[src/rtl/elevator_pkg.sv]
// rtl/elevator_pkg.sv - shared state type, default floor count and floor-index width helper
package elevator_pkg;

  typedef enum logic [1:0] {
    IDLE,
    MOVING,
    DOOR
  } state_e;

  localparam int NUM_FLOORS_DEFAULT = 8;

  function automatic int floor_w(input int n);
    return (n > 1) ? $clog2(n) : 1;
  endfunction

  localparam int FLOOR_W = floor_w(NUM_FLOORS_DEFAULT);

endpackage

[src/rtl/elevator_if.sv]
// rtl/elevator_if.sv - button-register link: request bitmap in, one-hot clear pulse out
interface elevator_if import elevator_pkg::*; #(
  parameter int NUM_FLOORS = NUM_FLOORS_DEFAULT
);
  logic [NUM_FLOORS-1:0] req;
  logic                  req_valid;
  logic [NUM_FLOORS-1:0] clr;

  modport master (output req, output req_valid, input clr);
  modport slave  (input req, input req_valid, output clr);
endinterface

[src/rtl/elevator_timer.sv]
// rtl/elevator_timer.sv - loadable down-counter shared by the travel and door phases
module elevator_timer #(
  parameter int W = 6
) (
  input  logic         clk,
  input  logic         reset,
  input  logic         load,
  input  logic [W-1:0] load_val,
  input  logic         en,
  output logic         done
);
  logic [W-1:0] count_q, count_d;

  // Load wins over counting so a phase can be restarted on its own terminal cycle.
  always_comb begin
    count_d = count_q;
    if (load) begin
      count_d = load_val;
    end else if (en && (count_q != '0)) begin
      count_d = count_q - 1'b1;
    end
  end

  assign done = en && (count_q == W'(1));

  always_ff @(posedge clk) begin
    if (reset) begin
      count_q <= '0;
    end else begin
      count_q <= count_d;
    end
  end
endmodule

[src/rtl/elevator_controller.sv]
// rtl/elevator_controller.sv - single-car IDLE/MOVING/DOOR controller
// Optional emergency stop input enabled by ELEVATOR_CTRL_ESTOP_EN.
module elevator_controller import elevator_pkg::*; #(
  parameter int  NUM_FLOORS  = NUM_FLOORS_DEFAULT,
  parameter int  MOVE_CYCLES = 16,
  parameter int  DOOR_CYCLES = 32,
  localparam int FW = floor_w(NUM_FLOORS),
  localparam int TW = $clog2(((MOVE_CYCLES > DOOR_CYCLES) ? MOVE_CYCLES : DOOR_CYCLES) + 1)
) (
  input  logic          clk,
  input  logic          reset,
`ifdef ELEVATOR_CTRL_ESTOP_EN
  input  logic          estop,
`endif
  elevator_if.slave     bus,
  output logic [FW-1:0] floor,
  output logic          dir_up,
  output logic          moving,
  output logic          door_open
);
  localparam logic [FW-1:0] TOP = FW'(NUM_FLOORS - 1);

  state_e          state_q, state_d;
  logic [FW-1:0]   floor_q, floor_d;
  logic            dir_up_q, dir_up_d;
  logic            door_first_q, door_first_d;
  logic            tmr_load, tmr_en, tmr_done;
  logic [TW-1:0]   tmr_val;
  logic [NUM_FLOORS-1:0] req_g;
  logic [FW-1:0]   step_floor;
  logic            above, here, below;
  logic            n_above, n_here, n_below;
  logic            eff_up, halt;

`ifdef ELEVATOR_CTRL_ESTOP_EN
  assign halt = estop;
`else
  assign halt = 1'b0;
`endif

  // {above, here, below} relative to floor f
  function automatic logic [2:0] scan(input logic [NUM_FLOORS-1:0] r, input logic [FW-1:0] f);
    logic a, b;
    a = 1'b0;
    b = 1'b0;
    for (int i = 0; i < NUM_FLOORS; i++) begin
      if (i > int'(f)) a |= r[i];
      if (i < int'(f)) b |= r[i];
    end
    return {a, r[f], b};
  endfunction

  assign req_g      = bus.req & {NUM_FLOORS{bus.req_valid}};
  assign step_floor = dir_up_q ? floor_q + 1'b1 : floor_q - 1'b1;
  assign {above, here, below}       = scan(req_g, floor_q);
  assign {n_above, n_here, n_below} = scan(req_g, step_floor);
  assign eff_up = (floor_q == TOP) ? 1'b0 : (floor_q == '0) ? 1'b1 : dir_up_q;
  assign tmr_en = (state_q != IDLE) && !halt;

  elevator_timer #(.W(TW)) u_timer (
    .clk      (clk),
    .reset    (reset),
    .load     (tmr_load),
    .load_val (tmr_val),
    .en       (tmr_en),
    .done     (tmr_done)
  );

  always_ff @(posedge clk) begin
    if (reset) begin
      state_q      <= IDLE;
      floor_q      <= '0;
      dir_up_q     <= 1'b1;
      door_first_q <= 1'b0;
    end else begin
      state_q      <= state_d;
      floor_q      <= floor_d;
      dir_up_q     <= dir_up_d;
      door_first_q <= door_first_d;
    end
  end

  always_comb begin
    state_d      = state_q;
    floor_d      = floor_q;
    dir_up_d     = dir_up_q;
    door_first_d = door_first_q;
    tmr_load     = 1'b0;
    tmr_val      = '0;
    if (!halt) begin
      unique case (state_q)
        IDLE: begin
          if (here) begin
            state_d      = DOOR;
            dir_up_d     = eff_up;
            door_first_d = 1'b1;
            tmr_load     = 1'b1;
            tmr_val      = TW'(DOOR_CYCLES);
          end else if (eff_up ? above : below) begin
            state_d  = MOVING;
            dir_up_d = eff_up;
            tmr_load = 1'b1;
            tmr_val  = TW'(MOVE_CYCLES);
          end else if (eff_up ? below : above) begin
            state_d  = MOVING;
            dir_up_d = !eff_up;
            tmr_load = 1'b1;
            tmr_val  = TW'(MOVE_CYCLES);
          end
        end
        MOVING: begin
          if (tmr_done) begin
            floor_d = step_floor;
            if (n_here) begin
              state_d      = DOOR;
              door_first_d = 1'b1;
              tmr_load     = 1'b1;
              tmr_val      = TW'(DOOR_CYCLES);
            end else if (dir_up_q ? n_above : n_below) begin
              tmr_load = 1'b1;
              tmr_val  = TW'(MOVE_CYCLES);
            end else begin
              state_d = IDLE;
            end
          end
        end
        DOOR: begin
          // The button register still shows this floor during the clear cycle; only a later press retriggers.
          if (!door_first_q && here) begin
            door_first_d = 1'b1;
            tmr_load     = 1'b1;
            tmr_val      = TW'(DOOR_CYCLES);
          end else begin
            door_first_d = 1'b0;
            if (tmr_done) state_d = IDLE;
          end
        end
        default: state_d = IDLE;
      endcase
    end
  end

  always_comb begin
    bus.clr   = '0;
    if ((state_q == DOOR) && door_first_q && !halt) begin
      bus.clr = NUM_FLOORS'(1) << floor_q;
    end
    moving    = (state_q == MOVING) && !halt;
    door_open = (state_q == DOOR);
    floor     = floor_q;
    dir_up    = dir_up_q;
  end
endmodule

[src/flat_wrapper.sv]
// flat-port wrapper written by rule: the top's interface ports become plain ports
module elevator_controller_flat import elevator_pkg::*;
#(
  parameter int  NUM_FLOORS  = NUM_FLOORS_DEFAULT,
  parameter int  MOVE_CYCLES = 16,
  parameter int  DOOR_CYCLES = 32,
  localparam int FW = floor_w(NUM_FLOORS),
  localparam int TW = $clog2(((MOVE_CYCLES > DOOR_CYCLES) ? MOVE_CYCLES : DOOR_CYCLES) + 1)
)
  (clk, reset, floor, dir_up, moving, door_open, bus_req, bus_req_valid, bus_clr);
  elevator_if #(.NUM_FLOORS(NUM_FLOORS)) bus_i ();
  input  logic clk;
  input  logic reset;
  output logic [FW-1:0] floor;
  output logic dir_up;
  output logic moving;
  output logic door_open;
  input wire logic [$bits(bus_i.req)-1:0] bus_req;
  input wire logic [$bits(bus_i.req_valid)-1:0] bus_req_valid;
  output wire logic [$bits(bus_i.clr)-1:0] bus_clr;
  assign bus_i.req = bus_req;
  assign bus_i.req_valid = bus_req_valid;
  assign bus_clr = bus_i.clr;
  elevator_controller #(.NUM_FLOORS(NUM_FLOORS), .MOVE_CYCLES(MOVE_CYCLES), .DOOR_CYCLES(DOOR_CYCLES)) u_core (.clk(clk), .reset(reset), .bus(bus_i), .floor(floor), .dir_up(dir_up), .moving(moving), .door_open(door_open));
endmodule
[config.mk]
export PLATFORM = sky130hd
export DESIGN_NAME = elevator_controller_flat
export DESIGN_NICKNAME = d
export VERILOG_FILES = /design/src/rtl/elevator_pkg.sv /design/src/rtl/elevator_if.sv /design/src/rtl/elevator_timer.sv /design/src/rtl/elevator_controller.sv /design/src/flat_wrapper.sv
export SDC_FILE = /design/constraint.sdc
export NUM_CORES = 1
export LEC_CHECK = 0
export ABC_AREA = 1
export CORE_UTILIZATION = 53
export CTS_CLUSTER_SIZE = 10
export DETAILED_ROUTE_END_ITERATION = 10
export PLACE_DENSITY_LB_ADDON = 0.08
export SLEW_MARGIN = 10
export SYNTH_ARGS = -nofsm -noshare
export SYNTH_HDL_FRONTEND = slang
export SYNTH_SLANG_ARGS = --single-unit
[constraint.sdc]
create_clock -name clk -period 2.5 [get_ports clk]
set_input_delay 0.5 -clock clk [delete_from_list [all_inputs] [get_ports clk]]
set_output_delay 0.5 -clock clk [all_outputs]
set_load 0.01 [all_outputs]
# --- Yosys cells after proc, flatten, opt, wreduce, memory -nomap -nowiden ---
# Index checks and enable logic that the tools add are counted.
totals:
  register_bits: 13
  latchBits: 0
  ramBits: 0
  romBits: 0
  output_inout_bits: 14
  wordCells: 165
  n_memories: 0
op_classes:
  n_addsub: 3
  multipliers: 0
  n_div: 0
  n_lt_le_gt_ge: 30
  eq_ne: 11
  shifts: 1
  muxes: 73
  bitwise_logic: 25
  n_reduce_logical: 17
op_table:
  columns: ["op", "n"]
  rows:
  - ["1-bit two-way mux", 48]
  - ["6-bit two-way mux", 7]
  - ["3-bit greater-than comparator (first input constant)", 8]
  - ["1-bit bitwise OR", 24]
  - ["3-bit < comparator (first input constant)", 6]
  - ["6-bit one-hot mux with 3 select lines", 1]
  - ["2-bit two-way mux", 8]
  - ["2-bit by 3-bit greater-than comparator with 1-bit output (first input constant)", 4]
  - ["1-bit by 3-bit < comparator with 1-bit output (first input constant)", 4]
  - ["2-bit by 3-bit < comparator with 1-bit output (first input constant)", 4]
  - ["5-bit two-way mux", 2]
  - ["8-bit bitwise AND", 1]
  - ["3-bit by 4-bit < comparator with 1-bit output (second input constant)", 2]
  - ["8-bit two-way mux", 1]
  - ["2-bit by 1-bit != test with 1-bit output (second input constant)", 4]
  - ["1-bit by 3-bit << shifter with 8-bit output (first input constant)", 1]
  - ["1-bit binary-select mux with 3-bit select", 2]
  - ["6-bit by 1-bit equality test with 1-bit output (second input constant)", 1]
  - ["1-bit by 3-bit greater-than comparator with 1-bit output (first input constant)", 2]
  - ["1-bit one-hot mux with 3 select lines", 2]
  - ["2-bit one-hot mux with 3 select lines", 1]
  - ["3-bit nonzero test", 2]
  - ["6-bit nonzero test", 1]
  - ["6-bit by 1-bit subtractor with 6-bit output (second input constant)", 1]
  - ["other kinds (17)", 23]

# --- Longest topological paths before layout ---
# Gate-level depths: netlist of the first run.
logic_depth:
  depth_word: 22
  ltp_mapped: 20

# --- Modules after synthesis ---
# Synthesis of the first run repeated with hierarchy kept, for this count alone.
unflattened:
  hier_cells: 273
  area_unflattened_um2: 1606.5
modules_own_cells:
  columns: ["module", "instances", "cells_per_inst", "area_each_um2", "seq_area_each_um2"]
  rows:
  - ["elevator_controller", 1, 207, 1157.4, 140.1]
  - ["elevator_timer", 1, 66, 449.2, 120.1]

# --- Worst setup path after synthesis of the first run ---
# OpenSTA, ideal clock, no wires.
synth_path:
  kind: "register to register"
  startpoint: "register u_core.floor_q[0] (netlist: u_core.floor[0])"
  endpoint: "register u_core.state_q[0]"
  setup_time_ns: 0.110
  arrival_ns: 2.074
  required_ns: 2.390
  path_slack_ns: 0.317
  path_stages_with_launch: 19
  synth_period_minus_slack_ns: 2.183
  path_cell_list: "dfxtp_1 buf_6 inv_8 buf_8 ha_1 inv_1 nand2_1 nand2_1 inv_2 o31ai_1 nand3_1 nand2_2 inv_2 nor2_2 nand3_2 nand3_1 nand2_1 inv_1 nor2_1"
synth_via:
  elab_chain_cells: 19
  elab_cells_between_ends: 104
  classes_between: "add/sub: 2; order compare: 28; eq/ne: 4; mux: 43; bitwise: 24; reduce/logical: 3"
synth_lines:
  columns: ["element", "line", "source"]
  rows:
  - ["from (decl)", "elevator_controller.sv:24", "logic [FW-1:0] floor_q, floor_d;"]
  - ["from (signal assigned)", "elevator_controller.sv:77", "floor_q <= floor_d;"]
  - ["3-bit by 1-bit subtractor with 3-bit output / 3-bit by 1-bit adder with 3-bit output (equally long branches)", "elevator_controller.sv:54", "assign step_floor = dir_up_q ? floor_q + 1'b1 : floor_q - 1'b1;"]
  - ["3-bit two-way mux", "elevator_controller.sv:54", null]
  - ["1-bit by 3-bit < comparator with 1-bit output / 1-bit by 3-bit greater-than comparator with 1-bit output (equally long branches)", "elevator_controller.sv:48, elevator_controller.sv:47", null]
  - ["1-bit two-way mux, on equally long branches", "elevator_controller.sv:48, elevator_controller.sv:47", null]
  - ["1-bit bitwise OR, on equally long branches", "elevator_controller.sv:48, elevator_controller.sv:47", null]
  - ["1-bit two-way mux, on equally long branches", "elevator_controller.sv:48, elevator_controller.sv:47", null]
  - ["1-bit bitwise OR, on equally long branches", "elevator_controller.sv:48, elevator_controller.sv:47", null]
  - ["1-bit two-way mux, on equally long branches", "elevator_controller.sv:48, elevator_controller.sv:47", null]
  - ["(+3 left out)", null, null]
  - ["1-bit two-way mux, on equally long branches", "elevator_controller.sv:48, elevator_controller.sv:47", null]
  - ["1-bit bitwise OR, on equally long branches", "elevator_controller.sv:48, elevator_controller.sv:47", null]
  - ["1-bit two-way mux, on equally long branches", "elevator_controller.sv:48, elevator_controller.sv:47", null]
  - ["1-bit bitwise OR, on equally long branches", "elevator_controller.sv:48, elevator_controller.sv:47", null]
  - ["1-bit two-way mux, on equally long branches", "elevator_controller.sv:48, elevator_controller.sv:47", null]
  - ["1-bit two-way mux", "elevator_controller.sv:119", "end else if (dir_up_q ? n_above : n_below) begin"]
  - ["3-bit by 2-bit != test with 1-bit output (no line)", null, null]
  - ["5-bit AND reduction (no line)", null, null]
  - ["to (signal assigned)", "elevator_controller.sv:76", "state_q <= state_d;"]
  - ["to (decl)", "elevator_controller.sv:23", "state_e state_q, state_d;"]
# Several ways; a longest one is shown, not always the timed one. The select of a mux whose other input is x is not followed.
# A chain may end at the register's enable or synchronous reset.

# --- Worst setup path in the final report of the first run ---
layout_path:
  startpoint: "register u_core.floor_q[0] (netlist: u_core.floor[0])"
  endpoint: "output port bus_clr[7]"
layout_via:
  elab_chain_cells: 2
layout_lines:
  columns: ["element", "line", "source"]
  rows:
  - ["1-bit by 3-bit << shifter with 8-bit output", "elevator_controller.sv:146", "bus.clr = NUM_FLOORS'(1) << floor_q;"]
  - ["8-bit two-way mux", "elevator_controller.sv:145", "if ((state_q == DOOR) && door_first_q && !halt) begin"]
  - ["to (decl)", "flat_wrapper.sv:20", "output wire logic [$bits(bus_i.clr)-1:0] bus_clr;"]
# Every way passes these cells.

==> flow_summary.toml, run 1 <==
[place]
hpwlAfterDp_um = 2728
io_buffers = 24
gp_congestion = 0.9536
place_area_mm2 = 0.001745
pre_cts_ws_ns = 0.1099
placedCellCount = 293

[timing]
tightest_slew_ns = 0.3029
finalSetupViolCount = 0
final.setup.worst_slack_ns = 0.1290
min_period_over_period_pct = 94.84
rsz0062_at_grt = "false"
relSlewSlack_pct = 79.60
drv_slew = 0
fin_skew_ns = 0.0006875
fin_setup_tns_ns = 0
hold_viol_final = 0
fmax_mhz = 421.8
layout_min_cycle_time_ns = 2.371

[clocking]
cts_tree = "done"
insertion_delay_ns = 0.27
cts_inserted_buffers = 3
htreeDepth = 1
root_buffer = "clkbuf_4"
clock_path_buffers = 2
cts_hold_buf = 0
clkTransAtPathRegs_ns = 0.08
cts.sink_count = 13

[global_route]
grt_max_degree = 16
grt_antenna_before_repair = 0
overflow = 0
groute.usage.overall_pct = 26.43
grt_pass1_vias = 1367
grt_pass1_wl_um = 5706

[setup_path]
end_kind = "output port"
required_ns = 2.00
start_kind = "flop"
reg2reg_setup_slack_ns = 0.27
critPathCapture = "bus_clr[7]"
regToRegEndpoint = "u_core.u_timer.count_q[2]$_SDFFE_PP0P_"
cp_max_fo = 4
arrival_ns = 1.87
reg2reg_depth = 12
worstSetupPathType = "flop to output port"
r2r-start = "u_core.floor[0]$_SDFFE_PP0P_"
setup.worst_path.start = "u_core.floor[0]$_SDFFE_PP0P_"

[synthesis]
synth_cells = 234
synth_edf_count = 0
synthArstFlopShare_pct = 0
synth-main-ff-cell = "dfxtp_1"
synth_area_mm2 = 0.001449
avgSynthCellArea_um2 = 6.192
yosys-top-cells-count = "54 x nand2_1, 27 x inv_1, 26 x nor2_1"
synthTopCellsByArea = "dfxtp_1 18%, nand2_1 14%, ha_1 7.8%"
synth_seq_cells = 13
synthDistinctLibCells = 33
synth.net_count = 254
ys_warn_count = 0
synth_area_leader_cell = "dfxtp_1"
yosysMostFrequentCell = "nand2_1"
yosysSeqAreaShare_pct = 17.96
synth_top_area_share_pct = 17.96

[power_and_ir_drop]
sw_frac_of_total_pct = 48.47
power_density_mw_per_mm2 = 670.8
pwr-share-seq_pct = 26.8
pwr-share-clk_pct = 10.7
irDropWorstVdd_mv = 0.7426
internal_power_w = 0.0006138
power_frac_comb_pct = 62.5
power_switching_w = 0.0005773
cellLeakagePower_nw = 0.8323

[floorplanning]
initial_utilization_pct = 57.44
core-area_mm2 = 0.002522
die_y_um = 54.29
boundaryPins = 25
dieArea_mm2 = 0.002947
rows = 18
die_w_um = 54.29

[drt]
wl_um = 3529
ant_nets = 0
vias = 1563
first_iter_violations = 52
drt-wirelength-per-cell_um = 11.88
viasPerCell = 5.263
drtPass1Iterations = 4
drc = 0

[final_layout]
fin_nets = 288
n_antenna_cell = 0
fillers = 239
drive_gt1_share_pct = 17.60
finalNonFillerCells = 297
utilization_pct = 70.39
syn_to_final_growth_pct = 22.54
design_area_mm2 = 0.001775

[run_status]
outcome = "finished clean"

[worst_hold_path]
hp-class = "flop to flop"
holdPathStages = 2

[job]
maxCapViolCount = 0
cell usage in the layout (no fill, tap or decap), types with 5 or more instances in the layout:
cell	synthesis	routed
nand3_1	14	14
nand2_2	7	8
inv_1	27	27
dfxtp_1	13	13
nand4_1	5	5
clkdlybuf4s50_1	0	24
o21ai_1	7	7
nor2_1	26	26
ha_1	9	9
a21oi_1	13	13
nand2_1	54	53
buf_4	0	9
o21ai_0	10	10
nor3_1	6	6
nor2_2	5	5
inv_2	7	7
worst min-delay path by stage:
stage,to,slack [ns],startpoint
after floorplan,u_core.door_first_q$_SDFFE_PP0P_,0.46,u_core.door_first_q$_SDFFE_PP0P_
after global placement,u_core.u_timer.count_q[1]$_SDFFE_PP0P_,0.48,u_core.u_timer.count_q[1]$_SDFFE_PP0P_
after detailed placement,u_core.u_timer.count_q[1]$_SDFFE_PP0P_,0.49,u_core.u_timer.count_q[1]$_SDFFE_PP0P_
after CTS,u_core.u_timer.count_q[1]$_SDFFE_PP0P_,0.50,u_core.u_timer.count_q[1]$_SDFFE_PP0P_
after global routing,u_core.u_timer.count_q[1]$_SDFFE_PP0P_,0.52,u_core.u_timer.count_q[1]$_SDFFE_PP0P_
final,u_core.u_timer.count_q[1]$_SDFFE_PP0P_,0.49,u_core.u_timer.count_q[1]$_SDFFE_PP0P_
logic make-up (layout without fill, tap and decap cells):
| logic type | after synthesis | after routing | synth area share, % |
|---|---|---|---|
| compound gates | 43 | 43 | 18.22 |
| xor+xnor | 4 | 4 | 2.418 |
| fa+ha+maj | 9 | 9 | 7.772 |
| buf+inv | 40 | 73 | 13.21 |
| flops | 13 | 13 | 17.96 |
| simple gates | 125 | 125 | 40.41 |
through the flow:
step	hold slack (ns)	total power (W)
3_3_place_gp	0.4773	0.001053
3_5_place_dp	0.4855	0.001051
4_1_cts	0.4991	0.001187
6_report	0.4937	0.001191
5_1_grt	0.5228	0.001325
2_1_floorplan	0.4576	0.0008771
area by class of cell:
class | instances | area [µm²] | area share, %
tap | 30 | 37.54 | 2.114
multi-input combinational | 181 | 999.7 | 56.31
clock inverter | 1 | 5.005 | 0.2819
sequential | 13 | 260.3 | 14.66
timing repair buffer | 33 | 307.8 | 17.34
clock buffer | 3 | 22.52 | 1.269
inverter | 36 | 142.6 | 8.034
registers in the layout, indices dropped and copies added, names as in the netlist:
signal	cells
u_core.u_timer.count_q	6
u_core.door_first_q	1
u_core.dir_up	1
u_core.state_q	2
u_core.floor	3
repair_timing:
item	4_1_cts	5_1_grt
buffers inserted	0	0
setup endpoints to repair	0	3
gates resized for setup	0	1
critical path: stages (launching register included):
cell	delay, ns
dfxtp_1	0.50
ha_1	0.23
ha_1	0.16
inv_1	0.07
nor2_1	0.10
clkdlybuf4s50_1	0.54
power by group through the flow:
stage               Combinational (W)  Clock (W)  Sequential [W]
finish                       0.000745   0.000127        0.000319
global route                 0.000852   0.000147        0.000327
CTS                          0.000737   0.000131        0.000319
detailed placement           0.000728          0        0.000322
global placement             0.000729          0        0.000324
floorplan                    0.000564          0        0.000313
routing by layer:
layer  part of all wire (%)  vias up  track usage, %
met2                     44       63           44.51
met3                    7.4        2           4.722
met4                   0.17        0           3.846
met1                     49      675           35.56
li1                       -      823               -
met5                      0        -               0
Power figures use the tool's default switching activity.
==> inputs of run 2 (changes only) <==
Settings changed: TNS_END_PERCENT set to 5.
==> results of run 2 <==
No change in the layout: final DEF, timing and power equal those of run 1.
